$ cat src/rtl/pcm_interp_dither_pkg.sv
// Shared constants for the PCM interpolator and its dither source.
package pcm_interp_dither_pkg;

    // Galois feedback mask for x^16+x^14+x^13+x^11+1.
    localparam logic [15:0] LFSR_TAPS         = 16'hB400;
    // Default dither LFSR seed; any nonzero value works.
    localparam logic [15:0] LFSR_SEED_DEFAULT = 16'hACE1;

    localparam int OSR_LOG2_DEFAULT = 6;
    localparam int OSR              = 1 << OSR_LOG2_DEFAULT;

    // Oversampling ratio for an arbitrary log2 setting.
    function automatic int osr_of(input int log2);
        return 1 << log2;
    endfunction

endpackage

$ cat src/rtl/lfsr16_dither.sv
// 16-bit Galois LFSR producing a gated 1-bit dither stream.
module lfsr16_dither
    import pcm_interp_dither_pkg::*;
#(
    parameter logic [15:0] SEED = LFSR_SEED_DEFAULT,
    parameter logic [15:0] TAPS = LFSR_TAPS
) (
    input  logic clk,
    input  logic rst,
    input  logic en,
    output logic dither
);

    logic [15:0] lfsr_q;
    logic [15:0] lfsr_d;

    // Shift right and fold the tap mask in when the outgoing bit is set.
    always_comb begin
        lfsr_d = {1'b0, lfsr_q[15:1]} ^ (lfsr_q[0] ? TAPS : 16'h0000);
    end

    // Free-running state; the enable only gates the output.
    always_ff @(posedge clk or posedge rst) begin
        if (rst) lfsr_q <= SEED;
        else     lfsr_q <= lfsr_d;
    end

    assign dither = en & lfsr_q[0];

endmodule

$ cat src/rtl/pcm_interp_dither.sv
// Audio-rate PCM to modulator-rate linear interpolator with dither output.
module pcm_interp_dither
    import pcm_interp_dither_pkg::*;
#(
    parameter int          DATA_WIDTH = 16,
    parameter int          OSR_LOG2   = OSR_LOG2_DEFAULT,
    parameter logic [15:0] LFSR_SEED  = LFSR_SEED_DEFAULT
) (
    input  logic                         clk,
    input  logic                         rst,
    input  logic signed [DATA_WIDTH-1:0] s_data,
    input  logic                         s_valid,
    output logic                         s_ready,
    input  logic                         dither_en,
    output logic signed [DATA_WIDTH-1:0] out_data,
    output logic                         out_dither,
    output logic                         underrun,
    input  logic                         underrun_clr
);

    localparam int AW    = DATA_WIDTH + OSR_LOG2 + 1;
    localparam int SW    = DATA_WIDTH + 1;
    localparam int OSR_N = osr_of(OSR_LOG2);
    localparam logic [OSR_LOG2-1:0] PH_LAST = OSR_LOG2'(OSR_N - 1);

    logic        [OSR_LOG2-1:0]   phase_q, phase_d;
    logic signed [AW-1:0]         acc_q, acc_d;
    logic signed [SW-1:0]         step_q, step_d;
    logic signed [DATA_WIDTH-1:0] tgt_q, tgt_d;
    logic signed [DATA_WIDTH-1:0] sbuf_q, sbuf_d;
    logic                         buf_full_q, buf_full_d;
    logic                         started_q, started_d;
    logic                         underrun_q, underrun_d;
    logic                         boundary;
    logic                         xfer;

    // Segment sequencing, accumulator ramp and one-entry input buffer.
    always_comb begin
        boundary   = (phase_q == PH_LAST);
        s_ready    = ~buf_full_q | boundary;
        xfer       = s_valid & s_ready;

        phase_d    = phase_q + 1'b1;
        // The boundary cycle still adds the old step so acc lands exactly on tgt*OSR.
        acc_d      = acc_q + {{(AW-SW){step_q[SW-1]}}, step_q};
        step_d     = step_q;
        tgt_d      = tgt_q;
        sbuf_d     = sbuf_q;
        buf_full_d = buf_full_q;
        started_d  = started_q;
        underrun_d = underrun_q;

        if (boundary) begin
            if (buf_full_q) begin
                // One extra bit keeps full-scale swings exact.
                step_d     = {sbuf_q[DATA_WIDTH-1], sbuf_q} - {tgt_q[DATA_WIDTH-1], tgt_q};
                tgt_d      = sbuf_q;
                buf_full_d = 1'b0;
            end else begin
                step_d = '0;
                if (started_q) underrun_d = 1'b1;
            end
        end

        // A same-cycle accept refills the buffer just drained above.
        if (xfer) begin
            sbuf_d     = s_data;
            buf_full_d = 1'b1;
            started_d  = 1'b1;
        end

        if (underrun_clr) underrun_d = 1'b0;
    end

    // State registers.
    always_ff @(posedge clk or posedge rst) begin
        if (rst) begin
            phase_q    <= '0;
            acc_q      <= '0;
            step_q     <= '0;
            tgt_q      <= '0;
            sbuf_q     <= '0;
            buf_full_q <= 1'b0;
            started_q  <= 1'b0;
            underrun_q <= 1'b0;
        end else begin
            phase_q    <= phase_d;
            acc_q      <= acc_d;
            step_q     <= step_d;
            tgt_q      <= tgt_d;
            sbuf_q     <= sbuf_d;
            buf_full_q <= buf_full_d;
            started_q  <= started_d;
            underrun_q <= underrun_d;
        end
    end

    // floor(acc/OSR); always between the two segment endpoints.
    assign out_data = acc_q[OSR_LOG2+DATA_WIDTH-1:OSR_LOG2];
    assign underrun = underrun_q;

    lfsr16_dither #(
        .SEED (LFSR_SEED),
        .TAPS (LFSR_TAPS)
    ) u_dither (
        .clk    (clk),
        .rst    (rst),
        .en     (dither_en),
        .dither (out_dither)
    );

endmodule

$ cat config.mk
export PLATFORM = sky130hd
export DESIGN_NAME = pcm_interp_dither
export DESIGN_NICKNAME = d
export VERILOG_FILES = /design/src/rtl/pcm_interp_dither_pkg.sv /design/src/rtl/lfsr16_dither.sv /design/src/rtl/pcm_interp_dither.sv
export SDC_FILE = /design/constraint.sdc
export NUM_CORES = 1
export LEC_CHECK = 0
export CAP_MARGIN = 30
export CORE_ASPECT_RATIO = 0.6
export CORE_MARGIN = 2
export CORE_UTILIZATION = 35
export CTS_CLUSTER_DIAMETER = 60
export DETAILED_ROUTE_END_ITERATION = 16
export SLEW_MARGIN = 20
export SYNTH_ARGS = -nofsm -noshare
export SYNTH_HDL_FRONTEND = slang
export SYNTH_SLANG_ARGS = --single-unit
export TNS_END_PERCENT = 20
$ cat constraint.sdc
create_clock -name clk -period 3.8 [get_ports clk]
set_input_delay 0.95 -clock clk [delete_from_list [all_inputs] [get_ports clk]]
set_output_delay 0.95 -clock clk [all_outputs]
set_load 0.03 [all_outputs]
==> results of run 1 <==
synthesized netlist by cell type (all sizes together) (2+ instances only):
library cell,n
nand2b,7
xor2,15
fa,2
a31oi,6
o31a,3
o41ai,2
nor2,19
nor3b,2
dfrtp,88
a211oi,6
o21a,7
nor3,2
buf,17
o21bai,2
o21ai,43
mux2,16
xnor2,19
nor2b,5
inv,29
ha,38
a21oi,22
nand3,9
clkbuf,7
nand4,3
a21o,13
o31ai,6
dfstp,8
nand2,46
and2,2
and3,4
a221oi,2
metal layers:
metal / part of all wire (%) / vias to the layer above
li1: - / 1674
met1: 55 / 1570
met2: 40 / 44
met3: 3.7 / 9
met4: 0.80 / 0
met5: 0 / -
state kept, by name (all words and copies together), names as in the netlist:
| name | flops |
|---|---|
| acc_q | 22 |
| buf_full_q | 1 |
| phase_q | 6 |
| sbuf_q | 16 |
| started_q | 1 |
| step_q | 17 |
| tgt_q | 16 |
| u_dither.lfsr_q | 16 |
| underrun | 1 |
power by group:
part           total, mW  internal (mW)         switching (mW)
sequential          1.02           1.02  0.0000000000000000122
combinational     0.0424         0.0202                 0.0221
clock              0.890          0.463                  0.427
cell type report:
cell class              count  area share (%)
clock buffers               9            3.88
inverters                  30            1.96
well taps                 192            4.14
multi-input cells         314            39.9
repair buffers             42            7.32
flip-flops and latches     96            41.5
clock inverters             7            1.29
critical path, cell delays in order:
cell	delay [ns]
clkdlybuf4s50_1	0.44
and2_1	0.11
clkdlybuf4s50_1	0.66
stage by stage:
| step | setup WS (ns) | util [%] | area (µm²) | std cells |
|---|---|---|---|---|
| after floorplan | 0.358 | - | 4990 | 464 |
| after global placement | 0.675 | 39.9 | 5510 | 674 |
| after detailed placement | 0.677 | 39.9 | 5510 | 674 |
| after CTS | 0.677 | 42.1 | 5810 | 690 |
| after global routing | 0.629 | 42.1 | 5810 | 690 |
| final | 0.684 | 42.1 | 5810 | 690 |
worst paths after layout:
check | depth (start not counted) | from | endpoint
worst min-delay path | 0 | u_dither.lfsr_q[1]$_DFF_PP0_ | u_dither.lfsr_q[0]$_DFF_PP1_
worst min register to register | 0 | u_dither.lfsr_q[1]$_DFF_PP0_ | u_dither.lfsr_q[0]$_DFF_PP1_
min in group asynchronous | 2 | rst | acc_q[1]$_DFF_PP0_
worst max register to register | 10 | step_q[0]$_DFFE_PP0P_ | acc_q[20]$_DFF_PP0_
max in group asynchronous | 3 | rst | tgt_q[5]$_DFFE_PP0P_
worst max-delay path | 3 | dither_en | out_dither
logic make-up (layout without fill, tap and decap cells):
kind of cell               count (synthesis)  count (layout)  synth area share [%]
buffers and inverters                     54              88                  5.29
xor gates and xnor gates                  34              34                  5.97
DFF                                       96              96                  48.3
and+or+nand+nor                          103             103                  9.77
adders and majority gates                 40              40                  10.3
AOI/OAI and AO/OA                        121             121                  16.7
muxes                                     16              16                  3.61
==> key figures, run 1 <==
Synthesis
  • Synth Register Bits: 96
  • EDFF count, synth: 0
  • Ys Warns: 0
  • Top_reg_cell synth: dfrtp_1
  • Mapped Cells: roughly 460
  • Syn_nets: 525
  • Synth top area share: 44.1%
  • Yosys cell types: 52
  • FFs w/ async S/R, synth: 100%
  • Sequential share of the synthesized area: slightly below 50%
  • Syn Area/Cell: 10.8 µm²
  • Leading area contributor after synthesis: dfrtp_1
  • Synthesized area: between 0.004 and 0.005 mm²
  • Largest cells by area after synthesis: dfrtp_1 44%, ha_1 9.5%, dfstp_2 4.2%, mux2_2 3.6%, nand2_1 3.5%

Clock tree
  • Clock sinks: 96
  • Setup Buffers After CTS: 0
  • Clock Pin Slew Worst Setup and Hold Paths: 0.07 ns
  • Clock Tree Root: clkbuf_16
  • Clk buf depth: 2
  • CTS H-tree lvls: 3
  • Hold buffer count at CTS: 0
  • Post-cts sizing count: 0
  • Cts bufs inserted: 9
  • TritonCTS clock tree: yes
  • Clk_lat worst skew: approximately 0.35 ns

Drt
  • DR vias: 3,297
  • Vias per cell: around 4.8
  • Initial DRC count: 154
  • Routed Antenna Nets: 0
  • Drt pass-1 iters: 4
  • Routed len/inst: 13.9 µm
  • Residual DRC: 0
  • Total Routed Length: 9570 µm

Global routing
  • Antenna violations before repair: 0
  • Met3 Use GR: under 10%
  • Overall global routing resource usage: 14.0%
  • Grt met2 use: 20.1%
  • Met1 layer usage reported by global route: 20.8%
  • Congestion Overflow GR: 0
  • Vias in the first global route: 3,293
  • Largest net degree at the start of global routing: 60
  • Grt peak-use layer: met1
  • Global-route wire length before repair: 16,500 µm

Setup path
  • Crit path kind: primary input to primary output
  • CP Data Required Time: ~2.9 ns
  • Critical path peak fanout: 1
  • Register-to-register setup slack: 1.19 ns
  • Arrival time at the worst endpoint: 2.17 ns
  • CP Launch Type: primary input
  • Worst setup EP type: primary output

Cells and area
  • Commonest cells after routing, fill and taps aside: 88 x dfrtp_1, 46 x nand2_1, 39 x clkdlybuf4s50_1, 38 x ha_1, 33 x o21ai_0
  • Area occupied by registers: 0.00241 mm²
  • N_diodes: 0
  • Final nets: around 550
  • Ratio of cells with drive above 1 in the final layout: 11.6%
  • Commonest non-fill, non-tap cell in the layout: dfrtp_1
  • Area grow syn2layout: 16.3%
  • Fill cells: around 1,300
  • Area of the multi-input gates: 0.00232 mm²

Placed design
  • Hpwl dp: 7090 µm
  • Port Buffers: 39
  • Gpl congestion: 0.837

STA
  • Max-Slew Margin vs Limit: 49.9%
  • Hold_ws: roughly 0.36 ns
  • Slew at the pin closest to its max-slew limit: 0.750 ns
  • Slew Viols, Final: 0
  • Fin crit share: 82.0%
  • Setup tns final: 0 ns
  • Clk_skew: 0.0125 ns
  • Fmax: roughly 0.32 GHz
  • Hold Violations, Final: 0
  • RSZ-0062 raised after global routing: false
  • Final setup vio count: 0
  • Final min period: 3.12 ns

Floorplan
  • I/O pin cnt: 40
  • Core area: 0.0138 mm²
  • Die X: 158 µm
  • Starting Density: 36.2%
  • Die area: 0.0153 mm²
  • Die H: 96.5 µm
  • FP Rows: 33

Power and ir drop
  • PnR Total Power: about 2.0 mW
  • Leakage: approximately 2.8 nW
  • Peak supply drop: between 0.15 and 0.2 mV
  • Pwr per Cell Area: roughly 340 mW/mm²

Flow run
  • Max Cap Viol: 0

Status
  • Status: finished clean

Min path
  • Hold WC Path Type: flip-flop to flip-flop
Power figures use the tool's default switching activity.
==> run 2: changes to the inputs <==
==> constraint.sdc (replaced) <==
create_clock -name clk -period 3 [get_ports clk]
set_input_delay 0.75 -clock clk [delete_from_list [all_inputs] [get_ports clk]]
set_output_delay 0.75 -clock clk [all_outputs]
set_load 0.03 [all_outputs]
==> run 2 against run 1 <==
  * Core utilization rose by 0.20 points
  * Critical path depth rose by 2
  * Via count fell by 0.76%
  * Worst setup slack got worse by 0.49 ns
  * Die area did not move
  * Combinational power rose by 36%
  * Largest cell class unchanged
  * Clock skew fell by 0.0063 ns
  * Sequential power rose by 26%
  * Register-to-register slack got worse by 0.66 ns
  * Design area rose by 0.47%
  * Clock power rose by 27%
==> key figures, run 2 (synthesis results as in run 1) <==
Status
  • Status: finished clean

Placed design
  • DP Area: approximately 0.0055 mm²
  • Gpl congestion: 0.818
  • Hpwl dp: just over 7000 µm
  • Port Buffers: 39

Cells and area
  • Commonest non-fill, non-tap cell in the layout: dfrtp_1
  • Biggest register: acc_q
  • N_diodes: 0
  • Max reg flops: 22
  • Area grow syn2layout: 16.9%
  • Fill cells: roughly 1,400
  • Final nets: 556
  • Ratio of cells with drive above 1 in the final layout: 12.0%
  • Commonest cells after routing, fill and taps aside: 88 x dfrtp_1, 46 x nand2_1, 39 x clkdlybuf4s50_1, 38 x ha_1, 33 x o21ai_0
  • Biggest regs: acc_q: 22 flops, step_q: 17 flops
  • Final Cell Area: 0.00584 mm²

STA
  • Slew Viols, Final: 0
  • RSZ-0062 raised after global routing: false
  • Clk_skew: slightly above 0.006 ns
  • Fmax: 0.356 GHz
  • Fin crit share: a little over nine tenths
  • Final setup vio count: 0
  • Hold Violations, Final: 0
  • Final min period: 2.81 ns
  • Slew at the pin closest to its max-slew limit: between 0.3 and 0.4 ns
  • Setup tns final: 0 ns
  • Max-Slew Margin vs Limit: 76.9%

Drt
  • Vias per cell: 4.73
  • Total Routed Length: ~9600 µm
  • Residual DRC: 0
  • Initial DRC count: 96
  • Routed Antenna Nets: 0
  • Routed len/inst: 13.8 µm
  • DR vias: 3,272
  • Drt pass-1 iters: 4

Clock tree
  • Clock Pin Slew Worst Setup and Hold Paths: 0.07 ns
  • Clk buf depth: 2
  • Post-cts sizing count: 0
  • Cts bufs inserted: 9
  • Hold buffer count at CTS: 0
  • TritonCTS clock tree: yes
  • Clk_lat worst skew: 0.34 ns
  • Clock Tree Root: clkbuf_16
  • CTS H-tree lvls: 3
  • Clock sinks: 96
  • Setup Buffers After CTS: 0

Floorplan
  • Die X: roughly 160 µm
  • Die H: 96.5 µm
  • I/O pin cnt: 40
  • Starting Density: 36.2%
  • Core area: 0.0138 mm²
  • FP Rows: 33
  • Die area: around 0.015 mm²

Setup path
  • CP bufs+invs: 1
  • CP Data Required Time: 2.25 ns
  • Worst r2r path cells: 10
  • Crit path kind: flip-flop to primary output
  • Arrival time at the worst endpoint: just over 2 ns
  • Slowest CP cell: clkdlybuf4s50_1
  • Slowest stage delay, CP: 0.68 ns
  • Critical Path Stages: 5
  • Worst setup EP type: primary output
  • CP delay by family, top: buffers and inverters
  • Crit path cell chain: ha_1 -> and3_1 -> nand3_2 -> nand2_1 -> clkdlybuf4s50_1
  • CP Launch Type: flip-flop
  • Critical path peak fanout: 4

Flow run
  • Max Cap Viol: 0

Global routing
  • Overall global routing resource usage: about 14%
  • Congestion Overflow GR: 0
  • Global-route wire length before repair: approximately 17,000 µm
  • Largest net degree at the start of global routing: 55
  • Vias in the first global route: 3,329
  • Antenna violations before repair: 0

Min path
  • Hold WC Path Type: flip-flop to flip-flop
  • Hold path cells: 0

Power and ir drop
  • Peak supply drop: 0.273 mV
  • Pwr per Cell Area: 426 mW/mm²
  • Leakage: 2.77 nW
## run 2: per-stage QoR
stage	util [%]	hold slack (ns)	power, mW	instances	setup slack, ns
global placement	40.2	0.339	1.38	676	0.276
finish	42.3	0.350	2.48	692	0.191
CTS	42.3	0.356	2.52	692	0.170
global route	42.3	0.360	2.58	692	0.0739
floorplan	-	0.331	1.34	464	0.707
detailed placement	40.2	0.337	1.38	676	0.284
## run 2: power breakdown
part	internal (mW)	switching [mW]
logic	0.0286	0.0290
clock network	0.589	0.544
registers	1.29	0.0000000000000000164
total	1.91	0.573
## run 2: metal layers
metal	vias to the layer above	GRT usage (%)	wire, µm
met5	-	0	0
met4	0	3.75	110
met1	1541	20.8	5400
met3	6	3.79	338
met2	55	19.7	3700
li1	1670	-	-
## run 2: cell type report
| cell class | count | area, µm² | area share [%] |
|---|---|---|---|
| clock inverters | 7 | 72.6 | 1.24 |
| clock buffers | 9 | 225 | 3.86 |
| well taps | 192 | 240 | 4.12 |
| repair buffers | 44 | 453 | 7.76 |
| inverters | 30 | 116 | 1.99 |
| flip-flops and latches | 96 | 2410 | 41.3 |
| multi-input cells | 314 | 2320 | 39.7 |
## run 2: final timing paths
path                                          startpoint                       endpoint  slack, ns
setup / recovery                    phase_q[0]$_DFF_PP0_                        s_ready       0.19
hold / removal             u_dither.lfsr_q[12]$_DFF_PP0_  u_dither.lfsr_q[11]$_DFF_PP1_       0.35
setup reg to reg                   step_q[0]$_DFFE_PP0P_            acc_q[20]$_DFF_PP0_       0.53
hold reg to reg            u_dither.lfsr_q[12]$_DFF_PP0_  u_dither.lfsr_q[11]$_DFF_PP1_       0.35
max in group asynchronous                            rst          tgt_q[15]$_DFFE_PP0P_       1.89
min in group asynchronous                            rst  u_dither.lfsr_q[12]$_DFF_PP0_       0.84
## run 2: worst register-to-register path: cells and delay by family, from the launching register on
| kind | cells | cell delay (ns) |
|---|---|---|
| simple gates | 1 | 0.14 |
| fa+ha+maj | 2 | 0.63 |
| buf+inv | 1 | 0.07 |
| flops | 1 | 0.35 |
| xor+xnor | 1 | 0.13 |
| compound gates | 5 | 1.06 |
